===== config.mk =====
export PLATFORM = sky130hd
export DESIGN_NAME = cmd_decoder_flat
export DESIGN_NICKNAME = d
export VERILOG_FILES = /design/src/rtl/cmd_decoder_if.sv /design/src/rtl/cmd_decoder.sv /design/src/flat_wrapper.sv
export SDC_FILE = /design/constraint.sdc
export NUM_CORES = 1
export LEC_CHECK = 0
export CAP_MARGIN = 20
export CORE_ASPECT_RATIO = 0.8
export CORE_UTILIZATION = 53
export DETAILED_ROUTE_END_ITERATION = 6
export PLACE_DENSITY = 0.87
export REMOVE_ABC_BUFFERS = 1
export SYNTH_ARGS = -nofsm -noshare
export SYNTH_HDL_FRONTEND = slang
export SYNTH_SLANG_ARGS = --single-unit

===== constraint.sdc =====
create_clock -name clk -period 2.9 [get_ports clk]
set_input_delay 0.58 -clock clk [delete_from_list [all_inputs] [get_ports clk]]
set_output_delay 0.58 -clock clk [all_outputs]
set_load 0.02 [all_outputs]

===== src/rtl/cmd_decoder_if.sv =====
// cmd_decoder_if: byte-source handshake plus font/text/pixel write bus of cmd_decoder
interface cmd_decoder_if #(
  parameter int TEXT_AW = 13
);
  logic               has_data;
  logic [7:0]         rd_data;
  logic               rd;
  logic               font_we;
  logic [11:0]        font_addr;
  logic [7:0]         font_wdata;
  logic               text_we;
  logic [TEXT_AW-1:0] text_addr;
  logic [7:0]         text_wdata;
  logic [7:0]         pixreg;
  logic               busy;
  logic               bad_cmd;
  modport master (
    output has_data, rd_data,
    input  rd, font_we, font_addr, font_wdata, text_we, text_addr, text_wdata, pixreg, busy, bad_cmd
  );
  modport slave (
    input  has_data, rd_data,
    output rd, font_we, font_addr, font_wdata, text_we, text_addr, text_wdata, pixreg, busy, bad_cmd
  );
endinterface


===== src/rtl/cmd_decoder.sv =====
// cmd_decoder: decodes a byte stream (bus.has_data/rd_data in, bus.rd out) into font/text memory writes, pixreg, busy and sticky bad_cmd
module cmd_decoder #(
  parameter int FONT_BYTES = 4096,
  parameter int TEXT_AW    = 13
) (
  input logic          clk,
  input logic          rst,
  cmd_decoder_if.slave bus
);
  typedef enum logic [2:0] {IDLE, FONT_DATA, PIX_DATA, ADDR_LO, ADDR_HI, TXT_COUNT, TXT_DATA} state_t;
  localparam logic [11:0] FONT_LAST = 12'(FONT_BYTES - 1);
  state_t             r_state;
  logic               r_rd, r_vld, r_font_we, r_text_we, r_bad;
  logic [7:0]         r_byte, r_font_wdata, r_text_wdata, r_pix;
  logic [11:0]        r_fcnt, r_font_addr;
  logic [8:0]         r_tcnt;
  logic [TEXT_AW-1:0] r_ptr, r_text_addr;
  always_ff @(posedge clk) begin
    if (rst) begin
      r_state      <= IDLE;
      r_rd         <= 1'b0;
      r_vld        <= 1'b0;
      r_byte       <= 8'h00;
      r_font_we    <= 1'b0;
      r_font_addr  <= 12'h000;
      r_font_wdata <= 8'h00;
      r_text_we    <= 1'b0;
      r_text_addr  <= '0;
      r_text_wdata <= 8'h00;
      r_pix        <= 8'h00;
      r_bad        <= 1'b0;
      r_fcnt       <= 12'h000;
      r_tcnt       <= 9'd0;
      r_ptr        <= '0;
    end else begin
      r_rd      <= bus.has_data & ~r_rd;
      r_vld     <= r_rd;
      r_font_we <= 1'b0;
      r_text_we <= 1'b0;
      if (r_rd) r_byte <= bus.rd_data;
      if (r_vld) begin
        case (r_state)
          IDLE: begin
            case (r_byte)
              8'h00: r_state <= IDLE;
              8'h80: begin
                r_state <= FONT_DATA;
                r_fcnt  <= 12'h000;
              end
              8'h81: r_state <= PIX_DATA;
              8'h82: r_state <= ADDR_LO;
              8'h83: r_state <= TXT_COUNT;
              default: r_bad <= 1'b1;
            endcase
          end
          FONT_DATA: begin
            r_font_we    <= 1'b1;
            r_font_addr  <= r_fcnt;
            r_font_wdata <= r_byte;
            r_fcnt       <= r_fcnt + 12'd1;
            if (r_fcnt == FONT_LAST) r_state <= IDLE;
          end
          PIX_DATA: begin
            r_pix   <= r_byte;
            r_state <= IDLE;
          end
          ADDR_LO: begin
            r_ptr   <= TEXT_AW'({r_ptr[TEXT_AW-1:8], r_byte});
            r_state <= ADDR_HI;
          end
          ADDR_HI: begin
            r_ptr   <= TEXT_AW'({r_byte, r_ptr[7:0]});
            r_state <= IDLE;
          end
          TXT_COUNT: begin
            r_tcnt  <= {r_byte == 8'h00, r_byte};
            r_state <= TXT_DATA;
          end
          TXT_DATA: begin
            r_text_we    <= 1'b1;
            r_text_addr  <= r_ptr;
            r_text_wdata <= r_byte;
            r_ptr        <= r_ptr + TEXT_AW'(1);
            r_tcnt       <= r_tcnt - 9'd1;
            if (r_tcnt == 9'd1) r_state <= IDLE;
          end
          default: r_state <= IDLE;
        endcase
      end
    end
  end
  assign bus.rd         = r_rd;
  assign bus.font_we    = r_font_we;
  assign bus.font_addr  = r_font_addr;
  assign bus.font_wdata = r_font_wdata;
  assign bus.text_we    = r_text_we;
  assign bus.text_addr  = r_text_addr;
  assign bus.text_wdata = r_text_wdata;
  assign bus.pixreg     = r_pix;
  assign bus.busy       = r_state != IDLE;
  assign bus.bad_cmd    = r_bad;
endmodule


===== src/flat_wrapper.sv =====
// flat-port wrapper written by rule: the top's interface ports become plain ports
module cmd_decoder_flat 
#(
  parameter int FONT_BYTES = 4096,
  parameter int TEXT_AW    = 13
)
  (clk, rst, bus_has_data, bus_rd_data, bus_rd, bus_font_we, bus_font_addr, bus_font_wdata, bus_text_we, bus_text_addr, bus_text_wdata, bus_pixreg, bus_busy, bus_bad_cmd);
  cmd_decoder_if #(.TEXT_AW(TEXT_AW)) bus_i ();
  input logic clk;
  input logic rst;
  input wire logic [$bits(bus_i.has_data)-1:0] bus_has_data;
  input wire logic [$bits(bus_i.rd_data)-1:0] bus_rd_data;
  output wire logic [$bits(bus_i.rd)-1:0] bus_rd;
  output wire logic [$bits(bus_i.font_we)-1:0] bus_font_we;
  output wire logic [$bits(bus_i.font_addr)-1:0] bus_font_addr;
  output wire logic [$bits(bus_i.font_wdata)-1:0] bus_font_wdata;
  output wire logic [$bits(bus_i.text_we)-1:0] bus_text_we;
  output wire logic [$bits(bus_i.text_addr)-1:0] bus_text_addr;
  output wire logic [$bits(bus_i.text_wdata)-1:0] bus_text_wdata;
  output wire logic [$bits(bus_i.pixreg)-1:0] bus_pixreg;
  output wire logic [$bits(bus_i.busy)-1:0] bus_busy;
  output wire logic [$bits(bus_i.bad_cmd)-1:0] bus_bad_cmd;
  assign bus_i.has_data = bus_has_data;
  assign bus_i.rd_data = bus_rd_data;
  assign bus_rd = bus_i.rd;
  assign bus_font_we = bus_i.font_we;
  assign bus_font_addr = bus_i.font_addr;
  assign bus_font_wdata = bus_i.font_wdata;
  assign bus_text_we = bus_i.text_we;
  assign bus_text_addr = bus_i.text_addr;
  assign bus_text_wdata = bus_i.text_wdata;
  assign bus_pixreg = bus_i.pixreg;
  assign bus_busy = bus_i.busy;
  assign bus_bad_cmd = bus_i.bad_cmd;
  cmd_decoder #(.FONT_BYTES(FONT_BYTES), .TEXT_AW(TEXT_AW)) u_core (.clk(clk), .rst(rst), .bus(bus_i));
endmodule

Word-level counts from Yosys, hierarchy flattened --
Index checks and enable logic that the tools add are counted. Widths: inputs -> output; s select.
Operators by class: reductions and logical operators 18, multiplexer cells 10, $add $sub $neg 3, equality and inequality tests 16, bitwise operators 6
Operators by type and width (number):
- $pmux 13 s3 | 1
- $eq 8x8->1 const B | 4
- $pmux 3 s5 | 2
- $pmux 12 s2 | 1
- $pmux 9 s2 | 1
- $add 13x1->13 const B | 1
- $add 12x1->12 const B | 1
- $eq 12x12->1 const B | 1
- $mux 12 | 1
- $reduce_and 3->1 | 4
- $eq 3x3->1 const B | 3
- $eq 9x1->1 const B | 1
- $sub 9x1->9 const B | 1
- $logic_not 8->1 | 1
- $reduce_and 2->1 | 4
- $reduce_bool 2->1 | 4
- $eq 3x2->1 const B | 2
- $mux 3 | 2
- $ne 6x5->1 const B | 1
- $not 1->1 | 5
- $reduce_or 5->1 | 1
- $ne 2x1->1 const B | 2
- $reduce_and 4->1 | 1
- $eq 3x1->1 const B | 1
- other kinds (6) | 7
Storage, ports and cells: logic and storage cells 69, register bits 99, input port bits 11, output and inout port bits 54

Logic depth before layout (Yosys ltp) --
depth after elaboration 4, mapped depth 7, depth with buffers taken out 5

Worst setup path after synthesis --
OpenSTA, ideal clock, no wires.
path type reg2reg, from reg u_core.r_byte[3], to reg u_core.r_state[1], data required time 2.804 ns, setup time 0.096 ns, buffers on the path 1, stages on the path, launching flop included 6, arrival 1.657 ns, slack 1.147 ns, clock period less this slack 1.753 ns, cells stage by stage dfxtp_1 buf_6 or4_4 o31ai_4 o2111ai_4 o41ai_2
On the way: longest elaborated chain between the ends 3, elaborated cells on any way between the ends 9, classes of those cells 5 x eq/ne; 2 x mux; 2 x reduce/logical
Ends and longest elaborated chain:
- start, declared | line cmd_decoder.sv:14 | logic [7:0] r_byte, r_font_wdata, r_text_wdata, r_pix;
- start signal, assigned | line cmd_decoder.sv:40 | if (r_rd) r_byte <= bus.rd_data;
- $eq 8x8->1 or $logic_not 8->1 (tied branches) | line cmd_decoder.sv:44 | case (r_byte)
- $pmux 3 s5 or $ne 6x5->1 (tied branches)
- $pmux 3 s5 or $reduce_and 4->1 (tied branches)
- end signal, assigned | line cmd_decoder.sv:45 | 8'h00: r_state <= IDLE;
- end signal, assigned | line cmd_decoder.sv:47 | r_state <= FONT_DATA;
- end signal, assigned | line cmd_decoder.sv:50 | 8'h81: r_state <= PIX_DATA;
- end, declared | line cmd_decoder.sv:12 | state_t r_state;
Several ways; a longest one is shown, not always the timed one. A chain may end at the register's enable or synchronous reset.

Final worst setup path --
from reg u_core.r_state[1], to out bus_busy
On the way: longest elaborated chain between the ends 1
Ends and longest elaborated chain:
- start signal, assigned | line cmd_decoder.sv:20 | r_state <= IDLE;
- start signal, assigned | line cmd_decoder.sv:45
- start signal, assigned | line cmd_decoder.sv:47
- $reduce_bool 3->1 | line cmd_decoder.sv:100 | assign bus.busy = r_state != IDLE;
- end, declared | line flat_wrapper.sv:21 | output wire logic [$bits(bus_i.busy)-1:0] bus_busy;
Every way passes these cells.

==> impl_results.md <==
* Max-slew headroom at 39.65%
* Worst Max-Slew Pin Slew at 0.8983 ns
* Count of flip-flops with a built-in enable after synthesis at 0
* Setup TNS at 0 ns
* Worst-path fanout max at 20
* Final Max Tran Viols at 0
* Max Cap Viol at 0
* RSZ-0062 raised after global routing: no
* Post-Syn Area at 4512 µm²
* # DRC at 0
* ANT cells at 0
* CTS Sinks at 99
* CP Capture Type: primary output
* Initial antenna violation count at 0
* Largest net degree at the start of global routing at 40
* Core region area at 8092 µm²
* Top_reg_cell synth: dfxtp_1
* Most frequent cell after synthesis: nand2_1
* Flip-flop and latch area at 1982 µm²
* Synth area leader: dfxtp_1
* Synth area leaders: dfxtp_1 (44%), nand2_1 (10%), a21oi_1 (9.2%)
* Die width at 105.2 µm
* VDD IR max at 0.0003835 V
* Worst-Skew Late Latency at 0.39 ns
* Routed Antenna Nets at 0
* Via density at 5.983
* # hold bufs at CTS at 0
* Final WL at 11.62 mm
* Post-Synthesis Cells at 571
* WP data arrival at 2.08 ns
* Final hold viol count at 0
* PostCTS Resize Cnt at 0
* CTS tree: built
* Min-delay worst type: register to register
* Top post-synthesis cells by count: nand2_1 (123), dfxtp_1 (99), a21oi_1 (83), nor2_1 (33), clkbuf_1 (32)
* P_leak at 1.671 nW
* Synth warnings at 0
* Clk_skew at 0.02035 ns
* Setup bufs post-CTS at 0
* Async SR Flop Fraction at 0%
* CTS Root Cell: clkbuf_8
* Vias in the first global route at 3953
* Routability cong. at 0.8957
* Final period util at 91.82%
* Setup Viol. Count Final at 0
* IO buf count at 64
* Iteration-0 DRC Markers at 429
* Syn avg cell area at 7.902 µm²
* Die H at 84.53 µm
* First-pass GRT wire length at 18.96 mm
* Reg2Reg Setup Slack at 0.67 ns
* CP Class: register to primary output
* Worst path cell trace: nor3_2 -> inv_1 -> clkdlybuf4s50_1
* Rows at 29
* First-pass DRT Iterations at 6
* Critical path required time at 2.32 ns
* Maximum clock path buffer count at 2
* Final #Nets at 627
* Initial Util at 55.76%
* Share of the synthesized area in the top cell type at 43.93%
* Clock Pin Slew Worst Setup and Hold Paths at 0.11 ns
* Post-detail-place hpwl at 7.962 mm
* Pwr Density at 439.4 nW/µm²
* Share of layout cells above drive strength 1 at 6.159%
* Outcome: finished, final reports clean
* Crit start category: register
* Wire per inst at 16.03 µm
* Delay of the slowest critical-path stage at 0.81 ns
* H-tree depth at 3
* # fillers at 665
* Multi-input logic area at 2320 µm²
* Synth unique cells at 58
* Max Fclk at 375.5 MHz
* TritonCTS Buffers at 9
* Register area share after synthesis at 43.93%
* Total power at 2.369 mW
* Vias at 4338
* Area Growth Syn to Fin at 19.47%
* GRT overflow at 0
* Register bit count reported by yosys at 99
* I/O Pins at 65
* Global-route usage over all layers at 26.56%
* CP max stage cell: dfxtp_1
* Die ar. at 8888 µm²
* Final Critical Period at 2.663 ns
==> state kept, by name, indices dropped and copies added, names as in the netlist <==
| register | count |
|---|---|
| u_core.bus.text_addr | 13 |
| u_core.r_byte | 8 |
| u_core.bus.rd | 1 |
| u_core.bus.font_wdata | 8 |
| u_core.r_ptr | 13 |
| u_core.bus.font_we | 1 |
| u_core.bus.bad_cmd | 1 |
| u_core.r_vld | 1 |
| u_core.r_tcnt | 9 |
| u_core.r_fcnt | 12 |
| u_core.bus.text_wdata | 8 |
| u_core.bus.pixreg | 8 |
| u_core.bus.text_we | 1 |
| u_core.bus.font_addr | 12 |
| u_core.r_state | 3 |
==> final cells by class <==
class / count / area share [%]
Clock buffer: 9 / 2.298
Clock inverter: 7 / 1.300
Inverter: 13 / 0.9053
Sequential cell: 99 / 36.77
Tap cell: 108 / 2.507
Multi-Input combinational cell: 415 / 43.04
Timing Repair Buffer: 74 / 13.18
==> per-stage QoR <==
step / utilization, % / setup slack (ns) / instance area [µm²] / instances / hold WS, ns
floorplan: - / -0.6728 / 4330 / 527 / 0.4344
global placement: 64.16 / 0.6154 / 5191 / 709 / 0.4410
detailed placement: 64.16 / 0.5538 / 5191 / 709 / 0.4470
CTS: 66.55 / 0.1418 / 5385 / 725 / 0.4619
global route: 66.62 / 0.1182 / 5390 / 725 / 0.4795
finish: 66.62 / 0.2372 / 5390 / 725 / 0.4579
==> power by group <==
group | total [mW] | switching (mW) | internal (mW)
registers | 1.39 | 0.0274 | 1.37
logic | 0.0967 | 0.0517 | 0.0450
clock network | 0.879 | 0.543 | 0.336
total | 2.37 | 0.622 | 1.75
==> final timing paths <==
check / startpoint / end / cells after the start
hold / removal: u_core.bus.text_addr[11]$_SDFFE_PP0P_ / u_core.bus.text_addr[11]$_SDFFE_PP0P_ / 2
setup reg to reg: u_core.r_state[2]$_SDFFE_PP0P_ / u_core.bus.text_addr[7]$_SDFFE_PP0P_ / 5
hold reg to reg: u_core.bus.text_addr[11]$_SDFFE_PP0P_ / u_core.bus.text_addr[11]$_SDFFE_PP0P_ / 2
setup / recovery: u_core.r_state[1]$_SDFFE_PP0P_ / bus_busy / 3
==> cell usage in the layout (no fill, tap or decap), types with 3 or more instances in the layout <==
cell type | synthesis | routed
nand2_1 | 123 | 123
a21oi_1 | 83 | 83
a211oi_1 | 6 | 6
nand3_1 | 15 | 15
nand4_1 | 6 | 6
inv_1 | 13 | 13
nand4b_1 | 6 | 6
and3_1 | 5 | 5
nor3_1 | 15 | 14
dfxtp_1 | 99 | 99
a32o_1 | 3 | 3
nand2b_1 | 3 | 3
o211ai_1 | 4 | 4
clkbuf_8 | 0 | 9
a31oi_1 | 5 | 5
clkdlybuf4s50_1 | 0 | 63
nor2_1 | 33 | 33
ha_1 | 4 | 4
nor3b_1 | 3 | 3
mux2i_1 | 11 | 11
and2_1 | 8 | 8
nor2b_1 | 3 | 3
o21ai_0 | 20 | 20
a21o_1 | 7 | 7
nor4_1 | 6 | 6
buf_4 | 0 | 10
or4_1 | 4 | 4
==> logic make-up (layout without fill, tap and decap cells) <==
logic type	Yosys count	count (layout)	share of synthesized area [%]
xor+xnor	4	4	0.7766
mux	11	11	2.440
flops	99	99	43.93
buf+inv	57	103	5.103
simple gates	245	245	25.87
compound gates	151	151	20.77
fa+ha+maj	4	4	1.109
==> metal layers <==
metal | global-route usage (%) | vias to the layer above | part of all wire (%)
met2 | 43.53 | 195 | 47
met3 | 4.581 | 19 | 7.1
met5 | 0 | - | 0
met1 | 35.19 | 2041 | 44
met4 | 10.12 | 0 | 1.5
li1 | - | 2083 | -
==> worst max-delay path, delay by kind of cell, from the launching register on <==
kind / cells / cell delay (ns)
simple gates: 1 / 0.18
flops: 1 / 0.81
buf+inv: 2 / 0.72
Power figures use the tool's default switching activity.
